File: config.mk
export PLATFORM = sky130hd
export DESIGN_NAME = fifo_sum_sink
export DESIGN_NICKNAME = d
export VERILOG_FILES = /design/src/rtl/fifo_sum_sink.sv
export SDC_FILE = /design/constraint.sdc
export NUM_CORES = 1
export LEC_CHECK = 0
export BUFFER_PORTS_ARGS = -buffer_cell sky130_fd_sc_hd__buf_4
export CAP_MARGIN = 10
export CORE_ASPECT_RATIO = 1.1
export CORE_UTILIZATION = 55
export CTS_CLUSTER_SIZE = 12
export DETAILED_ROUTE_END_ITERATION = 8
export PLACE_DENSITY = 0.8
export SLEW_MARGIN = 20
export SYNTH_ARGS = -nofsm -noshare
export SYNTH_HDL_FRONTEND = slang
export SYNTH_SLANG_ARGS = --single-unit
File: constraint.sdc
create_clock -name CLK -period 3.7 [get_ports CLK]
set_input_delay 0.74 -clock CLK [delete_from_list [all_inputs] [get_ports CLK]]
set_output_delay 0.74 -clock CLK [all_outputs]
set_load 0.05 [all_outputs]
File: src/rtl/fifo_sum_sink.sv
// fifo_sum_sink: read side of a FIFO handshake. Pulls length-prefixed
// records (header word carries N in bits [LEN_W-1:0], then N payload words)
// and pushes one 32-bit wrapping payload sum per record downstream.
// Optional build macro FIFO_SUM_SINK_STATS_EN adds the rec_count port, a
// wrapping count of completed records.
//
// state   | meaning
// --------+-------------------------------------------------------------
// IDLE    | waiting for a header word
// PAYLOAD | accumulating payload words, remaining > 0
// EMIT    | sum is on out_enq_v, waiting for downstream to accept it
module fifo_sum_sink #(
  parameter int LEN_W = 8
) (
  input  logic        CLK,
  input  logic        nRST,
  input  logic        in_first__RDY,
  input  logic [31:0] in_first,
  input  logic        in_deq__RDY,
  output logic        in_deq__ENA,
  input  logic        out_enq__RDY,
  output logic        out_enq__ENA,
  output logic [31:0] out_enq_v,
  output logic        busy
`ifdef FIFO_SUM_SINK_STATS_EN
  ,
  output logic [15:0] rec_count
`endif
);

  typedef enum logic [1:0] {
    IDLE    = 2'd0,
    PAYLOAD = 2'd1,
    EMIT    = 2'd2
  } state_t;

  state_t            state;
  state_t            state_next;
  logic [31:0]       sum;
  logic [LEN_W-1:0]  remaining;
  logic [LEN_W-1:0]  hdr_len;
  logic              take;

  assign hdr_len = in_first[LEN_W-1:0];

  // Gating with nRST keeps the upstream untouched while reset is held.
  assign take = nRST & in_first__RDY & in_deq__RDY &
                ((state == IDLE) | (state == PAYLOAD));

  // State register.
  always_ff @(posedge CLK or negedge nRST) begin
    if (!nRST) begin
      state <= IDLE;
    end else begin
      state <= state_next;
    end
  end

  // Next-state logic.
  always_comb begin
    state_next = state;
    case (state)
      IDLE: begin
        if (take) begin
          state_next = (hdr_len == '0) ? EMIT : PAYLOAD;
        end
      end
      PAYLOAD: begin
        if (take && (remaining == LEN_W'(1))) begin
          state_next = EMIT;
        end
      end
      EMIT: begin
        if (out_enq__RDY) begin
          state_next = IDLE;
        end
      end
      default: state_next = IDLE;
    endcase
  end

  // Output decode; out_enq_v is the sum register itself.
  always_comb begin
    in_deq__ENA  = take;
    out_enq__ENA = (state == EMIT) && out_enq__RDY;
    out_enq_v    = sum;
    busy         = (state != IDLE);
  end

  // Length counter and accumulator; a header take restarts both.
  always_ff @(posedge CLK or negedge nRST) begin
    if (!nRST) begin
      sum       <= '0;
      remaining <= '0;
    end else if (take) begin
      if (state == IDLE) begin
        remaining <= hdr_len;
        sum       <= '0;
      end else begin
        remaining <= remaining - LEN_W'(1);
        sum       <= sum + in_first;
      end
    end
  end

`ifdef FIFO_SUM_SINK_STATS_EN
  // Completed-record counter, wraps at 16 bits.
  always_ff @(posedge CLK or negedge nRST) begin
    if (!nRST) begin
      rec_count <= '0;
    end else if (out_enq__ENA) begin
      rec_count <= rec_count + 16'd1;
    end
  end
`endif

endmodule

* Yosys cells after proc, flatten, opt, wreduce, memory -nomap -nowiden *
Cells that the tools add are included.

cells by class
  add/subtract/negate cells = 2
  reductions and logical operators = 6
  multiplexer cells = 7
  equality and inequality tests = 6
  bitwise logic cells = 4

operator list
  operator               count
  $add A32 B32 Y32       1
  $mux W32               1
  $eq A8 B1 Y1 const B   1
  $logic_not A8 Y1       1
  $mux W2                4
  $mux W8                1
  $sub A8 B1 Y8 const B  1
  $pmux W2 S3            1
  $ne A2 B2 Y1 const B   2
  $and A1 B1 Y1          3
  $reduce_and A3 Y1      1
  $eq A2 B1 Y1 const B   1
  $eq A2 B2 Y1 const B   1
  $logic_and A1 B1 Y1    2
  $logic_not A2 Y1       1
  $ne A2 B1 Y1 const B   1
  $reduce_bool A2 Y1     1
  $or A1 B1 Y1           1

word-level totals
  output and inout bits = 35
  input bits = 37
  word-level logic and storage cells = 28
  register bits after elaboration = 42

* Logic depth before layout (Yosys ltp) *
Gate-level depths: netlist of run 1.

  word-level depth = 6
  depth in mapped cells = 11
  depth with buffers taken out = 11

* Worst setup path after synthesis of run 1 *
Ideal clock, no wire load.

  path kind = input to register
  start point = input port in_first[15]
  end point = register sum[24], in the netlist out_enq_v[24]
  arrival = 2,917 ps
  required time = 3,574 ps
  path buffers = 0
  stages on the path = 9
  setup time = 126 ps
  setup slack = 657 ps
  path through = ha_1 -> a21o_1 -> a21o_1 -> a221o_1 -> and3_4 -> a2111oi_4 -> o21ai_1 -> a31o_1 -> a221o_1

between the ends
  cells in the longest elaborated chain, start to end = 2

RTL lines
  element               RTL line  text
  from (decl)           18        input logic [31:0] in_first,
  $add A32 B32 Y32      101       sum <= sum + in_first;
  $mux W32              96        if (state == IDLE) begin
  to (signal assigned)  101
  to (decl)             39        logic [31:0] sum;

No other way between the ends.
A chain may end at the register's enable or synchronous reset.

* Final worst setup path of run 1 *
  start point = input port in_first[8]
  end point = register sum[31], in the netlist out_enq_v[31]

The elaborated chain is that of the path after synthesis.

==> impl_results.md, run 1 <==
* Number of port buffers at 71
* Simple-Gate Fraction of Synth Area at 0.1871
* Area of the multi-input gates at between 2000 and 2500 um^2
* Die Y at ~84 um
* Mapped Area at 3343 um^2
* Starting density of the core at 0.5759
* Post-synth EDFFs at 0
* Sink Count at 42
* Clk buf depth at 2
* Hold buffers post-CTS at 0
* Worst Tran Pin Value at ~0.82 ns
* VDD IR-drop max at between 0.0005 and 0.0006 V
* GRT Total Usage at 0.2668
* Static Leak at slightly below 2 nW
* H-tree levels at 2
* Post-cts sizing count at 0
* Async set-reset flop share out of synthesis at 1.000
* Post-Synth XOR/XNOR Area at 0.04454
* Synth Flop Type: dfrtp_1
* Vias in the first global route at ~3,100
* Slew Viols, Final at 0
* Area Growth Syn to Fin at 19.91%
* MaxCap Viol Count at 0
* Setup slack after layout at a little over 0.6 ns
* HP Class: input pin to asynchronous set/reset pin
* Yosys top cell by area: dfrtp_1
* Synthesized instance count at between 300 and 400
* Antenna cells at 0
* Relative slew slack at 0.4518
* Setup crit start kind: input pin
* Top cell family by delay on the critical path: compound AO/OA/AOI/OAI gates
* Mux cell area share after synthesis at 0
* CP max stage cell: or4_4
* Worst Skew at roughly 0.0078 ns
* Global-route wire length before repair at about 14,000 um
* Gpl congestion at roughly 0.9
* Number of DRC markers in iteration 0 at roughly 170
* Die X at between 70 and 80 um
* Post-synth cell types at 63
* Ports at 72
* RSZ-0062 raised after global routing: no
* Post-CTS setup buffer count at 0
* Largest net degree at the start of global routing at 47
* Post-synthesis adder-cell area fraction at 0.1295
* Routed wire length at 8151 um
* Area contributors post-synth: dfrtp_1 31%, ha_1 12%, o21ai_0 6.4%, nand2_1 6.2%, a21oi_1 5.2%
* Seq/Total Area, Yosys at 0.3144
* Status: completed
* Final Setup Violations at 0
* Crit path buffers/inverters at 1
* Crit-path cells: buf_4 -> ha_1 -> a21oi_1 -> o21ai_0 -> a31o_2 -> or4_4 -> a221o_2 -> a211oi_2 -> a211o_1 -> o2111ai_2
* Largest family of logic cells by synthesized area: compound AO/OA/AOI/OAI gates
* Fin crit share at 0.8324
* CTS tree: done
* Nets at approximately 530
* CTS Buf Count at 5
* Clock root cell: clkbuf_8
* Core area at 5806 um^2
* CP required at 3.87 ns
* Share of cells above drive strength 1 at 0.2143
* DRT Pass-1 Iters at 4
* Gr ovfl total at 0
* Maximum fanout along the worst path at 5
* Synth Warn # at 0
* Max Fclk at around 320 MHz
* CP peak stage delay at 0.54 ns
* HPWL Detailed at around 6000 um
* Min Tclk post-route at slightly above 3 ns
* Seq cells post-synth at 42
* Kind of critical path: input pin to flip-flop
* Final Hold Viols at 0
* Fillers at between 400 and 500
* Top-area cell type share of the netlist area at 0.3144
* Reg clk slew, reported paths at 0.08 ns
* Final Power at 3.783 mW
* Vias per inst at 5.852
* Antenna violations before repair at 0
* Post-synthesis compound-gate area fraction at 0.2900
* Setup TNS at 0 ns
* Number of antenna-violating nets in the routed design at 0
* Setup crit end kind: flip-flop
* Drt drc at 0
* Routed vias at 3,154
* Place WS at 0.3292 ns
* Pwr dens at ~940 nW/um^2
* Worst Path Arrival at roughly 3.3 ns
* Worst-Skew Late Latency at slightly above 0.3 ns
* Wirelength per Cell at 15.12 um
* Die Area at between 6000 and 7000 um^2
* Syn Nets at roughly 460
* Row Count at 29
* Sequential cell area at around 1100 um^2
* Syn_area_per_cell at ~8.5 um^2
[kinds of logic (layout without fill, tap and decap cells)]
| family | Yosys count | in the layout |
|---|---|---|
| compound gates | 146 | 146 |
| simple gates | 127 | 127 |
| flops | 42 | 42 |
| fa+ha+maj | 34 | 34 |
| buf+inv | 26 | 96 |
| xor+xnor | 17 | 17 |
[Yosys cell counts (2+ instances only)]
master / n
a211o_1: 2
a211oi_1: 4
a211oi_2: 2
a21o_1: 13
a21oi_1: 35
a221o_1: 2
a22oi_1: 4
a31o_2: 2
a31oi_1: 5
a32o_1: 2
and3_1: 3
and3_2: 2
buf_1: 2
clkbuf_1: 6
clkinv_1: 2
dfrtp_1: 42
ha_1: 33
inv_1: 14
nand2_1: 55
nand2b_1: 2
nand3_1: 11
nand3b_1: 2
nand4_1: 2
nand4b_1: 2
nor2_1: 20
nor2b_1: 5
nor3_1: 4
nor3b_1: 3
nor4_1: 3
o211ai_1: 3
o21a_1: 3
o21ai_0: 43
o21ai_1: 3
o31ai_1: 6
o41ai_1: 4
or3_1: 4
xnor2_1: 7
xor2_1: 10
[per-stage QoR]
stage               instance area [um^2]  hold WS, ns  std cells    util
floorplan                           3343       0.4444        392       -
global placement                    3933       0.4656        532  0.6774
CTS                                 4009       0.4504        539  0.6905
finish                              4009       0.4180        539  0.6905
global route                        4009       0.4794        539  0.6905
detailed placement                  3933       0.4912        532  0.6774
[layer usage]
metal	wire, um	GRT usage	up-vias	share of wire
met5	0	0	-	0
met4	166	0.1189	0	0.020
met3	279	0.03497	14	0.034
met2	3954	0.4496	71	0.49
met1	3751	0.3403	1471	0.46
li1	-	-	1598	-
[worst register-to-register path, delay by kind of cell, from the launching register on]
kind / cells / cell delay (ns)
compound gates: 7 / 1.50
fa+ha+maj: 1 / 0.36
flops: 1 / 0.41
simple gates: 1 / 0.54
[registers in the layout, indices dropped and copies added, names as in the netlist]
| name | flops |
|---|---|
| out_enq_v | 32 |
| state | 2 |
| remaining | 8 |
[layout by cell type (no fill, tap or decap), types with 2 or more instances in the layout]
| cell | n |
|---|---|
| a211o_1 | 2 |
| a211oi_1 | 4 |
| a211oi_2 | 2 |
| a21o_1 | 13 |
| a21oi_1 | 35 |
| a221o_1 | 2 |
| a22oi_1 | 4 |
| a31o_2 | 2 |
| a31oi_1 | 5 |
| a32o_1 | 2 |
| and3_1 | 3 |
| and3_2 | 2 |
| buf_4 | 73 |
| clkbuf_1 | 2 |
| clkbuf_8 | 5 |
| clkinv_1 | 2 |
| dfrtp_1 | 42 |
| ha_1 | 33 |
| inv_1 | 14 |
| nand2_1 | 55 |
| nand2b_1 | 2 |
| nand3_1 | 11 |
| nand3b_1 | 2 |
| nand4_1 | 2 |
| nand4b_1 | 2 |
| nor2_1 | 20 |
| nor2b_1 | 5 |
| nor3_1 | 4 |
| nor3b_1 | 3 |
| nor4_1 | 3 |
| o211ai_1 | 3 |
| o21a_1 | 3 |
| o21ai_0 | 43 |
| o21ai_1 | 3 |
| o31ai_1 | 6 |
| o41ai_1 | 4 |
| or3_1 | 4 |
| xnor2_1 | 7 |
| xor2_1 | 10 |
[layout make-up]
| class | instances | share of cell area |
|---|---|---|
| Sequential cell | 42 | 0.2622 |
| Timing Repair Buffer | 73 | 0.1367 |
| Clock buffer | 7 | 0.01904 |
| Multi-Input combinational cell | 324 | 0.5431 |
| Tap cell | 77 | 0.02403 |
| Inverter | 16 | 0.01498 |
[final timing paths]
| kind | to | depth (start not counted) | from | slack, ns |
|---|---|---|---|---|
| worst min register to register | state[0]$_DFFE_PN0P_ | 1 | state[1]$_DFFE_PN0P_ | 0.50 |
| worst max register to register | out_enq_v[31]$_DFFE_PN0P_ | 9 | out_enq_v[8]$_DFFE_PN0P_ | 0.75 |
| min in group CLK | state[0]$_DFFE_PN0P_ | 1 | state[1]$_DFFE_PN0P_ | 0.50 |
| worst min-delay path | out_enq_v[0]$_DFFE_PN0P_ | 1 | nRST | 0.42 |
| max in group asynchronous | remaining[5]$_DFFE_PN0P_ | 1 | nRST | 2.90 |
| worst max-delay path | out_enq_v[31]$_DFFE_PN0P_ | 10 | in_first[8] | 0.62 |
[power by group]
group,internal [mW],switching [mW],total [mW],leakage [nW]
Clock,0.130,0.164,0.294,0.0383
Sequential,0.672,0.197,0.869,0.538
Combinational,0.972,1.65,2.62,1.37
Total,1.77,2.01,3.78,1.94
Power figures use the tool's default switching activity.
==> run 2: changes to the inputs <==
- clock period: 3.7 -> 3.2 ns (I/O delays scaled with it)
==> impl_results.md, run 2 (synthesized netlist as in run 1, its figures left out) <==
* Place WS at between 0.01 and 0.015 ns
* Worst Skew at ~0.015 ns
* Die X at 76.34 um
* Max Fclk at 347.1 MHz
* Antenna cells at 0
* Reg clk slew, reported paths at approximately 0.10 ns
* Post-route cell area at approximately 4200 um^2
* HP Class: input pin to asynchronous set/reset pin
* Drt drc at 0
* Die Y at 83.77 um
* DRT Pass-1 Iters at 4
* H-tree levels at 2
* Static Leak at between 2 and 2.5 nW
* Post-cts sizing count at 0
* CP max stage cell: or4_4
* Share of cells above drive strength 1 at 0.2479
* GRT Total Usage at 0.2808
* Largest register FFs at 32
* Routed wire length at around 8600 um
* Sink Count at 42
* Pwr dens at ~1100 nW/um^2
* HPWL Detailed at 6445 um
* Worst-Skew Late Latency at about 0.31 ns
* MaxCap Viol Count at 0
* Dpl cells at 549
* Area after DPL at 4060 um^2
* Crit-path cells: buf_4 -> ha_1 -> a21oi_1 -> o21ai_0 -> a31o_2 -> or4_4 -> a221o_2 -> a211oi_2 -> a211o_1 -> o2111ai_2
* Area Growth Syn to Fin at 24.85%
* Commonest non-fill, non-tap cell in the layout: buf_4
* Core Util, Final at 0.7190
* Top cell family by delay on the critical path: compound AO/OA/AOI/OAI gates
* Starting density of the core at 0.5759
* Crit path buffers/inverters at 1
* Relative slew slack at 0.6216
* CP peak stage delay at around 0.52 ns
* Maximum fanout along the worst path at 5
* Core area at approximately 5800 um^2
* Fin crit share at 0.9003
* Status: completed
* Global-route wire length before repair at about 15,000 um
* Die Area at approximately 6400 um^2
* Slew Viols, Final at 0
* Worst Path Arrival at roughly 3.1 ns
* CTS tree: done
* Nets at 550
* Final Setup Violations at 0
* Setup crit end kind: flip-flop
* Clock root cell: clkbuf_8
* CP required at 3.37 ns
* Number of antenna-violating nets in the routed design at 0
* Final Hold Viols at 0
* Hold buffers post-CTS at 0
* Final Power at roughly 4.6 mW
* VDD IR-drop max at just under 0.0007 V
* Routed vias at 3,287
* Most frequent cells in the layout: 90 x buf_4, 55 x nand2_1, 43 x o21ai_0
* Min Tclk post-route at between 2 and 3 ns
* Ports at slightly above 70
* Kind of critical path: input pin to flip-flop
* Antenna violations before repair at 0
* Number of port buffers at just over 70
* Finished Layout Cells at roughly 560
* Worst Tran Pin Value at around 0.57 ns
* RSZ-0062 raised after global routing: no
* Vias per inst at between 5 and 6
* Setup crit start kind: input pin
* Post-CTS setup buffer count at 0
* Gpl congestion at between 0.9 and 1
* CTS Buf Count at 5
* Setup TNS at 0 ns
* Row Count at 29
* Vias in the first global route at approximately 3,200
* Min Hold Slack at 0.4133 ns
* Largest net degree at the start of global routing at 47
* Gr ovfl total at 0
* Number of DRC markers in iteration 0 at around 240
* Setup slack after layout at between 0.3 and 0.4 ns
* Wirelength per Cell at between 15 and 20 um
* Clk buf depth at 2
==> run 2: cell count changes in the layout (fill, tap and decap cells not counted), sizes merged <==
| cell | change |
|---|---|
| buf | +17 |
| clkinvlp | +2 |
| clkbuf | -2 |
| bufinv | +1 |
==> run 2: layer usage <==
| layer | up-vias | share of wire | global-route usage | wire length (um) |
|---|---|---|---|---|
| met3 | 16 | 0.041 | 0.04262 | 354 |
| met5 | - | 0 | 0 | 0 |
| met1 | 1553 | 0.43 | 0.3438 | 3706 |
| met4 | 0 | 0.019 | 0.1084 | 159 |
| li1 | 1630 | - | - | - |
| met2 | 88 | 0.51 | 0.4939 | 4346 |
==> run 2: final timing paths <==
kind                       depth (start not counted)  slack (ns)                      from                   endpoint
max                                               10        0.32               in_first[8]  out_enq_v[31]$_DFFE_PN0P_
min                                                2        0.41                      nRST       state[1]$_DFFE_PN0P_
max reg2reg                                       12        0.34  out_enq_v[0]$_DFFE_PN0P_  out_enq_v[28]$_DFFE_PN0P_
min reg2reg                                        1        0.50      state[1]$_DFFE_PN0P_       state[0]$_DFFE_PN0P_
max in group asynchronous                          2        2.38                      nRST  out_enq_v[25]$_DFFE_PN0P_
min in group CLK                                   1        0.50      state[1]$_DFFE_PN0P_       state[0]$_DFFE_PN0P_
==> run 2: layout make-up <==
cell class | count | area, um^2
clock inverter | 3 | 45.04
timing repair buffer | 90 | 675.6
sequential | 42 | 1051
inverter | 16 | 60.06
fill | 480 | 1632
tap | 77 | 96.34
clock buffer | 5 | 68.82
multi-input combinational | 324 | 2177
==> run 2: where the power goes <==
group / switching (mW) / internal [mW]
registers: 0.233 / 0.776
logic: 1.95 / 1.23
clock network: 0.208 / 0.232
total: 2.39 / 2.23
